<file path="src/rtl/uio_bus_arbiter.sv">
// uio_bus_arbiter: round-robin owner of the uio pad bus with bounded bursts
// and a one-cycle undriven turnaround between owners.
module uio_bus_arbiter #(
    parameter int N_REQ     = 4,
    parameter int MAX_BURST = 4
) (
    input  logic               clk,
    input  logic               rst,
    input  logic               ena,
    input  logic [N_REQ-1:0]   req,
    input  logic [N_REQ-1:0]   dir,
    input  logic [N_REQ*8-1:0] wdata,
    output logic [N_REQ-1:0]   gnt,
    output logic               busy,
    input  logic [7:0]         uio_in,
    output logic [7:0]         uio_out,
    output logic [7:0]         uio_oe,
    output logic [7:0]         rdata,
    output logic               rdata_valid
);
    localparam int PW = $clog2(N_REQ);
    localparam int CW = $clog2(MAX_BURST + 1) + 1;
    localparam logic [CW-1:0] LAST = CW'(MAX_BURST == 0 ? 0 : MAX_BURST - 1);

    typedef enum logic [1:0] {IDLE, TURN, OWN} state_t;

    state_t        state;
    logic [PW-1:0] ptr, owner, win, nxt;
    logic [CW-1:0] cnt;
    logic          wr, rel, act;

    function automatic logic [PW-1:0] pick(input logic [N_REQ-1:0] r, input logic [PW-1:0] p);
        logic [PW-1:0] j;
        pick = p;
        for (int i = N_REQ - 1; i >= 0; i--) begin
            j = PW'((int'(p) + i) % N_REQ);
            if (r[j]) pick = j;
        end
    endfunction

    assign win  = pick(req, ptr);
    assign nxt  = owner == PW'(N_REQ - 1) ? '0 : owner + 1'b1;
    // cnt saturates at LAST so a long lone burst still yields once someone else asks
    assign rel  = !req[owner] || (MAX_BURST != 0 && cnt == LAST && |(req & ~gnt));
    assign act  = state == OWN && ena;
    assign busy = state != IDLE;

    always_ff @(posedge clk) begin
        if (rst) begin
            state       <= IDLE;
            gnt         <= '0;
            ptr         <= '0;
            owner       <= '0;
            wr          <= 1'b0;
            cnt         <= '0;
            uio_out     <= '0;
            uio_oe      <= '0;
            rdata       <= '0;
            rdata_valid <= 1'b0;
        end else begin
            uio_oe      <= {8{act && wr}};
            rdata_valid <= act && !wr;
            if (act && wr) uio_out <= wdata[{owner, 3'b000} +: 8];
            if (act && !wr) rdata <= uio_in;
            if (!ena) begin
                state <= IDLE;
                gnt   <= '0;
            end else begin
                case (state)
                    IDLE: if (|req) state <= TURN;
                    TURN: begin
                        if (|req) begin
                            state <= OWN;
                            owner <= win;
                            wr    <= dir[win];
                            gnt   <= N_REQ'(1) << win;
                            cnt   <= '0;
                        end else state <= IDLE;
                    end
                    OWN: begin
                        if (rel) begin
                            state <= TURN;
                            gnt   <= '0;
                            ptr   <= nxt;
                        end else if (cnt != LAST) cnt <= cnt + 1'b1;
                    end
                    default: state <= IDLE;
                endcase
            end
        end
    end
endmodule

</file>
<file path="config.mk">
export PLATFORM = sky130hd
export DESIGN_NAME = uio_bus_arbiter
export DESIGN_NICKNAME = d
export VERILOG_FILES = /design/src/rtl/uio_bus_arbiter.sv
export SDC_FILE = /design/constraint.sdc
export NUM_CORES = 1
export LEC_CHECK = 0
export CAP_MARGIN = 20
export CORE_ASPECT_RATIO = 1.1
export CORE_MARGIN = 3
export CORE_UTILIZATION = 40
export CTS_CLUSTER_SIZE = 40
export DETAILED_ROUTE_END_ITERATION = 7
export MAX_ROUTING_LAYER = met4
export PLACE_DENSITY = 0.78
export SYNTH_ARGS = -nofsm -noshare
export SYNTH_HDL_FRONTEND = slang
export SYNTH_SLANG_ARGS = --single-unit
</file>
<file path="constraint.sdc">
create_clock -name clk -period 4.8 [get_ports clk]
set_input_delay 0.96 -clock clk [delete_from_list [all_inputs] [get_ports clk]]
set_output_delay 0.96 -clock clk [all_outputs]
set_load 0.01 [all_outputs]
</file>
Yosys cells after proc, flatten, opt, wreduce, memory -nomap -nowiden
Index checks and enable logic that the tools add are counted.
{"block": "classes", "addsub": 5, "div_mod_pow": 0, "n_mux": 28, "n_shift": 2, "n_eq_ne": 10, "n_mul": 0, "bitwise_logic": 3, "magnitude_cmp": 6, "reduce_logical": 18}
{"cell": "32-bit by 6-bit variable part select with 8-bit output", "count": 1}
{"cell": "4-bit 2-to-1 mux", "count": 5}
{"cell": "2-bit by 3-bit less-than comparator with 1-bit output, second input constant", "count": 6}
{"cell": "2-bit 2-to-1 mux", "count": 8}
{"cell": "4-bit one-hot mux with 2 select lines", "count": 2}
{"cell": "1-bit binary-select mux with 2-bit select", "count": 6}
{"cell": "3-bit AND reduction", "count": 3}
{"cell": "2-bit inequality test, second input constant", "count": 4}
{"cell": "4-bit OR reduction", "count": 2}
{"cell": "1-bit 2-to-1 mux", "count": 6}
{"cell": "2-bit one-hot mux with 3 select lines", "count": 1}
{"cell": "5-bit AND reduction", "count": 1}
{"cell": "2-bit by 1-bit adder with 2-bit output, second input constant", "count": 2}
{"cell": "2-bit adder, second input constant", "count": 2}
{"cell": "4-bit by 1-bit adder with 4-bit output, second input constant", "count": 1}
{"cell": "4-bit bitwise AND", "count": 1}
{"cell": "2-bit equality test, second input constant", "count": 2}
{"cell": "4-bit by 2-bit equality test with 1-bit output, second input constant", "count": 1}
{"cell": "1-bit logical AND", "count": 4}
{"cell": "4-bit by 2-bit inequality test with 1-bit output, second input constant", "count": 1}
{"cell": "4-bit inverter", "count": 1}
{"cell": "2-bit nonzero test", "count": 2}
{"cell": "1-bit by 2-bit << shifter with 4-bit output, first input constant", "count": 1}
{"cell": "2-bit by 1-bit equality test with 1-bit output, second input constant", "count": 1}
{"cell": "7 further kinds", "count": 8}
{"block": "totals", "mem_bits_rw": 0, "mem_bits_ro": 0, "latch_bits": 0, "regBits": 33, "mem_count": 0}

Longest topological paths before layout
Gate-level depths: netlist of run 1.
{"block": "logic_depth", "word_depth": 10, "depth_mapped": 7}

Worst setup path after synthesis of run 1
Ideal clock, no wire load.
{"block": "synth_path", "path_type": "input port to flip-flop", "start": "input port req[1]", "end": "register cnt[0]", "slack_ns": 2.598, "arrival_time_ns": 2.075, "stages": 5, "setup_ns": 0.128, "path_cell_list": "or4_1 -> a32o_2 -> nand2_2 -> mux2i_1 -> nor2_1"}
{"block": "synth_between", "elab_chain_len": 6}
{"element": "from (decl)", "line_no": "10", "source": "input logic [N_REQ-1:0] req,"}
{"element": "1-bit binary-select mux with 2-bit select or 4-bit bitwise AND (tied branches)", "line_no": "44", "source": "assign rel = !req[owner] || (MAX_BURST != 0 && cnt == LAST && |(req & ~gnt));"}
{"element": "1-bit 2-to-1 mux (implied by the code) or 4-bit OR reduction (tied branches)", "line_no": "44"}
{"element": "1-bit logical NOT or 1-bit logical AND (tied branches)", "line_no": "44"}
{"element": "1-bit logical OR", "line_no": "44"}
{"element": "2-bit inequality test (no line)"}
{"element": "5-bit AND reduction (no line) (*)"}
{"element": "to (signal assigned)", "line_no": "85", "source": "end else if (cnt != LAST) cnt <= cnt + 1'b1;"}
{"element": "to (decl)", "line_no": "29", "source": "logic [CW-1:0] cnt;"}
Mark *: on every way between the ends. The rest lies on a longest branch, timed or not. The select of a mux whose other input is x is not followed.
A chain may end at the register's enable or synchronous reset.

Worst setup path in the final report of run 1
{"block": "layout_path", "start": "input port req[0]", "end": "register cnt[0]"}
Same word-level chain as after synthesis.

==> results of run 1 <==
==> logic make-up (layout without fill, tap and decap cells) <==
kind of cell,Yosys count,count (layout),share of synthesized area [%]
multiplexers,16,16,17.2
AND/OR/NAND/NOR,91,91,25.7
adder cells (fa/ha/maj),2,2,1.42
XOR/XNOR,2,2,0.995
buffers and inverters,17,89,5.69
flip-flops,33,33,37.5
AO/OA/AOI/OAI,33,33,11.4
==> sequential cells by signal, summed over array words and instances, names as in the netlist <==
signal,cells
cnt,4
gnt,4
owner,2
ptr,2
rdata,8
rdata_valid,1
state,2
uio_oe,1
uio_out,8
wr,1
==> cell usage in the layout, fill, tap and decap left out, drive strengths merged, types with 3 or more instances in the layout <==
cell / Yosys / layout
clkdlybuf4s50: 0 / 80
mux2i: 7 / 7
nand2: 40 / 40
dfxtp: 33 / 33
and3: 3 / 3
nor2b: 4 / 4
nand2b: 7 / 7
nand3: 3 / 3
nor2: 16 / 16
or4: 3 / 3
clkbuf: 6 / 7
mux4: 9 / 9
a21oi: 23 / 23
==> critical path: stages <==
cell             delay [ns]
clkdlybuf4s50_1        0.52
or4_1                  0.62
a32o_2                 0.30
nand2_2                0.09
mux2i_1                0.19
nor2_1                 0.05
==> power by group through the flow <==
stage	logic [W]	clock network [W]	registers, W
floorplan	0.0000352	0	0.000285
global placement	0.0000846	0	0.000286
detailed placement	0.0000857	0	0.000286
CTS	0.0000859	0.000234	0.000280
global route	0.0000923	0.000243	0.000281
finish	0.0000854	0.000227	0.000280
==> how the worst min path moves through the flow <==
stage,from,end,cells past startpoint
after floorplan,cnt[1],cnt[1],2
after global placement,uio_out[6],uio_out[6],2
after detailed placement,uio_out[0],uio_out[0],2
after CTS,uio_out[0],uio_out[0],2
after global routing,uio_out[4],uio_out[4],2
final,uio_out[6],uio_out[6],2
==> metrics by stage <==
stage          std cells  hold slack [ns]
5_1_grt              318            0.475
6_report             318            0.456
3_5_place_dp         310            0.447
2_1_floorplan        194            0.444
4_1_cts              318            0.456
3_3_place_gp         310            0.442
==> final cells by class <==
class                      instances  area share (%)
sequential                        33            25.1
clock inverter                     1           0.190
inverter                           1           0.143
clock buffer                       7            3.66
timing repair buffer              80            30.4
multi-input combinational        144            38.0
tap                               52            2.47
==> synthesized netlist by cell type, types with 2 or more instances <==
master and count:
nand2_1 38, dfxtp_1 33, nor2_1 15, nand2b_1 7
ha_1 2, buf_2 2, clkbuf_1 6, nand2_2 2
or2_2 2, mux2i_1 7, a21oi_1 22, nand3b_1 2
xor2_1 2, or4_1 2, buf_4 7, nand3_1 3
or3b_1 2, nand4_1 2, and2b_1 2, nor2b_1 4
mux4_1 8, nor4_1 2, and3_1 2
==> routing by layer <==
metal | wire length, um | vias up | global-route usage, %
li1 | - | 831 | -
met1 | 1740 | 753 | 18.3
met2 | 2150 | 52 | 30.0
met3 | 209 | 5 | 3.43
met4 | 57 | 0 | 7.38
met5 | 0 | - | -
==> key figures, run 1 <==
STA
  – Setup-failing EPs final: 0
  – Worst clock skew: 0.00511 ns
  – Fin. Hold Viols: 0
  – Worst rel slew slack: 32.3%
  – Fin. max-slew vios: 0
  – Final WS setup: 2.21 ns
  – Worst-margin pin slew: 1.01 ns
  – Final Cycle Share: 54.0%
  – Fmax: 386 MHz
  – RSZ-0062 raised after global routing: false
  – Fin crit period: 2.59 ns
  – Fin Setup TNS: 0 ns

CTS
  – CTS tree: done
  – Post-CTS Resized: 0
  – Hold buffer count at CTS: 0
  – Post-CTS Setup Repair Bufs: 0
  – CTS Buf Count: 5
  – Clk Latency, worst-skew pair: 0.28 ns
  – CTS root buf: clkbuf_8
  – # H-tree levels: 2
  – CTS clk-pin slew, worst paths: 0.07 ns
  – Worst-case clock buffer depth: 2
  – Clock sinks: 33

Detailed routing
  – Drc violations: 0
  – Final wirelength: 4150 um
  – DR vias/cell: 5.16
  – Iter 0 DRT Violations: 76
  – Pre-Repair DR Iteration Count: 4
  – Wire per inst: 13.0 um
  – Via count: 1,641
  – Routed Antenna Nets: 0

Floorplanning
  – Chip height: 75.6 um
  – Die area: 5230 um^2
  – Initial Util: 42.8%
  – Die X: 69.3 um
  – I/O pin total: 81
  – Std-Cell Rows: 24
  – Core area: 4110 um^2

Synth
  – Asr flop ratio synth: 0%
  – Post-synthesis register bit count: 33
  – Sequential share of the synthesized area: 37.5%
  – Top_reg_cell synth: dfxtp_1
  – Syn. warnings: 0
  – Total nets after synthesis: 247
  – Largest cells by area after synthesis: dfxtp_1 38%, mux4_1 12%, nand2_1 8.1%, a21oi_1 6.3%, mux2i_1 4.0%
  – Mapped cell area: 1760 um^2
  – Synth area leader: dfxtp_1
  – Library cells used by synthesis: 43
  – Mean area per synthesized cell: 9.07 um^2
  – Share of the synthesized area in the top cell type: 37.5%
  – Mapped Cells: 194
  – Number of synthesized flops with an enable pin: 0

Power and ir drop
  – Internal cell power: 0.000463 W
  – Seq pwr share: 47.3%
  – Worst-case vdd ir drop: 123 uV
  – Combinational Power Share: 14.4%
  – Sw Pwr: 0.000130 W
  – LEAKAGE: 0.958 nW
  – PwrDens: 225 nW/um^2
  – Clock share of power: 38.3%
  – Switching fraction of total power: 21.9%
  – Power Total: 0.000592 W

Setup path
  – FF-to-FF setup slack: 2.82 ns
  – CP Data Required Time: 4.93 ns
  – Crit Reg-Reg Endpoint: cnt[0]
  – Worst setup path category: input port to flop
  – CP endpoint: cnt[0]
  – CP startpoint kind: input port
  – Critical Path AT: 2.73 ns
  – Worst Path Max Fanout: 8
  – Worst setup startpoint: req[0]
  – Startpoint of the worst register-to-register path: owner[1]
  – Setup crit end kind: flop
  – R2R depth: 5

Global route
  – Global-route wire length before repair: 6760 um
  – Vias in the first global route: 1,510
  – All-Layer GR Usage: 16.7%
  – Initial antenna violation count: 0
  – Global route overflow: 0
  – Largest net degree at the start of global routing: 30

Place
  – Port-buffer cells: 80
  – Routability Congestion: 0.863
  – Pre-CTS setup slack: 1.91 ns
  – Post-DP Area: 2530 um^2
  – Post-DP HPWL: 3260 um

Final layout
  – FILL cells: 349
  – Reg area: 661 um^2
  – Final #Nets: 318
  – Final core area utilization: 64.0%
  – Design area: 2630 um^2
  – Area growth syn-to-layout: 49.5%
  – Fraction of layout instances using a drive strength above 1: 7.52%
  – Footprint of the multi-input gates: 1000 um^2
  – # diodes: 0

Run status
  – Status: completed

Flow run
  – MaxCap Viol Count: 0

Hold path
  – Worst min path class: flop to flop
Note: power is estimated with default switching activity, not from simulation.
==> inputs of run 2 (changes only) <==
--- a/config.mk
+++ b/config.mk
@@ -8,11 +8,11 @@
 export CAP_MARGIN = 20
 export CORE_ASPECT_RATIO = 1.1
 export CORE_MARGIN = 3
-export CORE_UTILIZATION = 40
+export CORE_UTILIZATION = 37
 export CTS_CLUSTER_SIZE = 40
 export DETAILED_ROUTE_END_ITERATION = 7
 export MAX_ROUTING_LAYER = met4
-export PLACE_DENSITY = 0.78
+export PLACE_DENSITY = 0.76
 export SYNTH_ARGS = -nofsm -noshare
 export SYNTH_HDL_FRONTEND = slang
 export SYNTH_SLANG_ARGS = --single-unit
==> constraint.sdc (replaced) <==
create_clock -name clk -period 2.09 [get_ports clk]
set_input_delay 0.418 -clock clk [delete_from_list [all_inputs] [get_ports clk]]
set_output_delay 0.418 -clock clk [all_outputs]
set_load 0.01 [all_outputs]
==> key figures, run 2 (synthesis results as in run 1) <==
Place
  – Routability Congestion: 0.810 (-6.2%)
  – Port-buffer cells: 80 (unchanged)
  – Post-DP HPWL: 3550 um (+8.7%)
  – Pre-CTS setup slack: -0.218 ns (-2.13 ns)

Final layout
  – # diodes: 0 (unchanged)
  – Final #Nets: 335 (+5.3%)
  – Commonest non-fill, non-tap cell in the layout: clkdlybuf4s50_1
  – Commonest cells after routing, fill and taps aside: 80 x clkdlybuf4s50_1, 38 x nand2_1, 33 x dfxtp_1
  – Area growth syn-to-layout: 57.7%
  – Biggest registers after layout: rdata (8), uio_out (8)
  – Fraction of layout instances using a drive strength above 1: 12.7% (+5.2 points)
  – Final core area utilization: 62.5% (-1.5 points)

Setup path
  – Critical Path AT: 2.17 ns (-0.56 ns)
  – CP startpoint kind: input port
  – Top delay family on crit path: simple AND/OR/NAND/NOR gates
  – Crit-path cells: clkdlybuf4s50_1 > and2b_1 > or4_4 > nand2_2 > mux2i_1 > o221ai_1
  – CP Buf/Inv Count: 1 (unchanged)
  – Worst setup path category: input port to flop
  – FF-to-FF setup slack: 0.24 ns (-2.58 ns)
  – Levels on crit path: 6 (unchanged)
  – R2R depth: 6 (+1)
  – CP max stage delay: 0.53 ns (-0.09 ns)
  – CP Data Required Time: 2.25 ns (-2.68 ns)
  – Slowest CP cell: or4_4
  – Setup crit end kind: flop
  – Worst Path Max Fanout: 7 (-1)

Power and ir drop
  – Switching fraction of total power: 21.1% (-0.82 points)
  – Clock share of power: 41.7% (+3.4 points)
  – Sw Pwr: 0.000313 W (+140%)
  – PwrDens: 535 nW/um^2 (+140%)
  – Internal cell power: 0.00117 W (+150%)
  – LEAKAGE: 1.05 nW (+9.2%)
  – Worst-case vdd ir drop: 262 uV (+110%)
  – Power Total: 0.00148 W (+150%)
  – Seq pwr share: 43.2% (-4.1 points)
  – Combinational Power Share: 15.1% (+0.7 points)

Detailed routing
  – Iter 0 DRT Violations: 52 (-32%)
  – Final wirelength: 4660 um (+12%)
  – Wire per inst: 13.8 um (+6.0%)
  – DR vias/cell: 5.04 (-2.3%)
  – Drc violations: 0 (unchanged)
  – Pre-Repair DR Iteration Count: 4 (unchanged)
  – Routed Antenna Nets: 0 (unchanged)
  – Via count: 1,699 (+3.5%)

Global route
  – All-Layer GR Usage: 17.5% (+0.72 points)
  – Initial antenna violation count: 0 (unchanged)
  – Global-route wire length before repair: 7480 um (+11%)
  – Largest net degree at the start of global routing: 26 (-13%)
  – Vias in the first global route: 1,629 (+7.9%)
  – Global route overflow: 0 (unchanged)

CTS
  – CTS Buf Count: 5 (unchanged)
  – Clk Latency, worst-skew pair: 0.28 ns (about the same)
  – CTS root buf: clkbuf_8
  – CTS clk-pin slew, worst paths: 0.07 ns (about the same)
  – Worst-case clock buffer depth: 2 (unchanged)
  – Clock sinks: 33 (unchanged)
  – Hold buffer count at CTS: 0 (unchanged)
  – Post-CTS Setup Repair Bufs: 0 (unchanged)
  – CTS tree: done
  – # H-tree levels: 2 (unchanged)

STA
  – Fmax: 497 MHz
  – Final Cycle Share: 96.2%
  – Worst rel slew slack: 71.8% (+39 points)
  – Worst-margin pin slew: 0.419 ns (-0.593 ns)
  – Setup-failing EPs final: 0 (unchanged)
  – Fin crit period: 2.01 ns
  – Worst clock skew: 0.00451 ns (-0.000596 ns)
  – RSZ-0062 raised after global routing: false
  – Final WS setup: 0.0799 ns (-2.13 ns)
  – Fin Setup TNS: 0 ns (unchanged)
  – Fin. max-slew vios: 0 (unchanged)
  – Fin. Hold Viols: 0 (unchanged)

Floorplanning
  – Die X: 71.8 um (+3.6%)
  – Chip height: 78.3 um (+3.7%)
  – I/O pin total: 81 (unchanged)
  – Die area: 5620 um^2 (+7.4%)
  – Core area: 4440 um^2 (+8.0%)
  – Std-Cell Rows: 25 (+4.2%)
  – Initial Util: 39.6% (-3.2 points)

Flow run
  – MaxCap Viol Count: 0 (unchanged)

Hold path
  – Worst min path class: flop to flop
  – Hold path cells: 2 (unchanged)

Run status
  – Status: completed
## run 2: cell type report
type	count	area, um^2
clock buffers	7	86.3
flip-flops and latches	33	661
well taps	54	67.6
multi-input cells	144	1000
fillers	395	1670
repair buffers	97	928
inverters	1	3.75
clock inverters	1	30.0
## run 2: final timing paths
check	start	to
max reg2reg	cnt[0]	gnt[3]
min	rdata[5]	rdata[5]
min reg2reg	rdata[5]	rdata[5]
max	req[0]	wr
## run 2: timing repair
action,CTS,global route
resized for setup,0,1
hold endpoints to repair,0,0
endpoints found under the setup margin,0,1
## run 2: worst reg2reg max path: stages (launching register included)
cell and delay, ns:
dfxtp_1 0.37, ha_1 0.19, or3b_1 0.40, a41o_1 0.27, a31o_2 0.30, a32oi_1 0.15
nor2_1 0.05
## run 2: power by group through the flow
stage,Clock (W),Combinational (W),Sequential (W)
floorplan,0,0.0000809,0.000655
global placement,0,0.000219,0.000655
detailed placement,0,0.000223,0.000655
CTS,0.000631,0.000224,0.000641
global route,0.000654,0.000241,0.000642
finish,0.000619,0.000224,0.000641
## run 2: per-stage QoR
| stage | hold WS (ns) | cell area, um^2 | cells |
|---|---|---|---|
| floorplan | 0.444 | 1760 | 194 |
| global route | 0.478 | 2780 | 337 |
| global placement | 0.442 | 2660 | 329 |
| finish | 0.453 | 2780 | 337 |
| CTS | 0.459 | 2780 | 337 |
| detailed placement | 0.449 | 2660 | 329 |
## run 2: layer usage
layer	part of all wire, %	global-route usage, %	vias up	wire length [um]
met3	5.1	3.59	5	239
li1	-	-	859	-
met5	0	-	-	0
met1	43	20.6	777	2000
met2	51	29.0	58	2360
met4	1.4	6.77	0	66
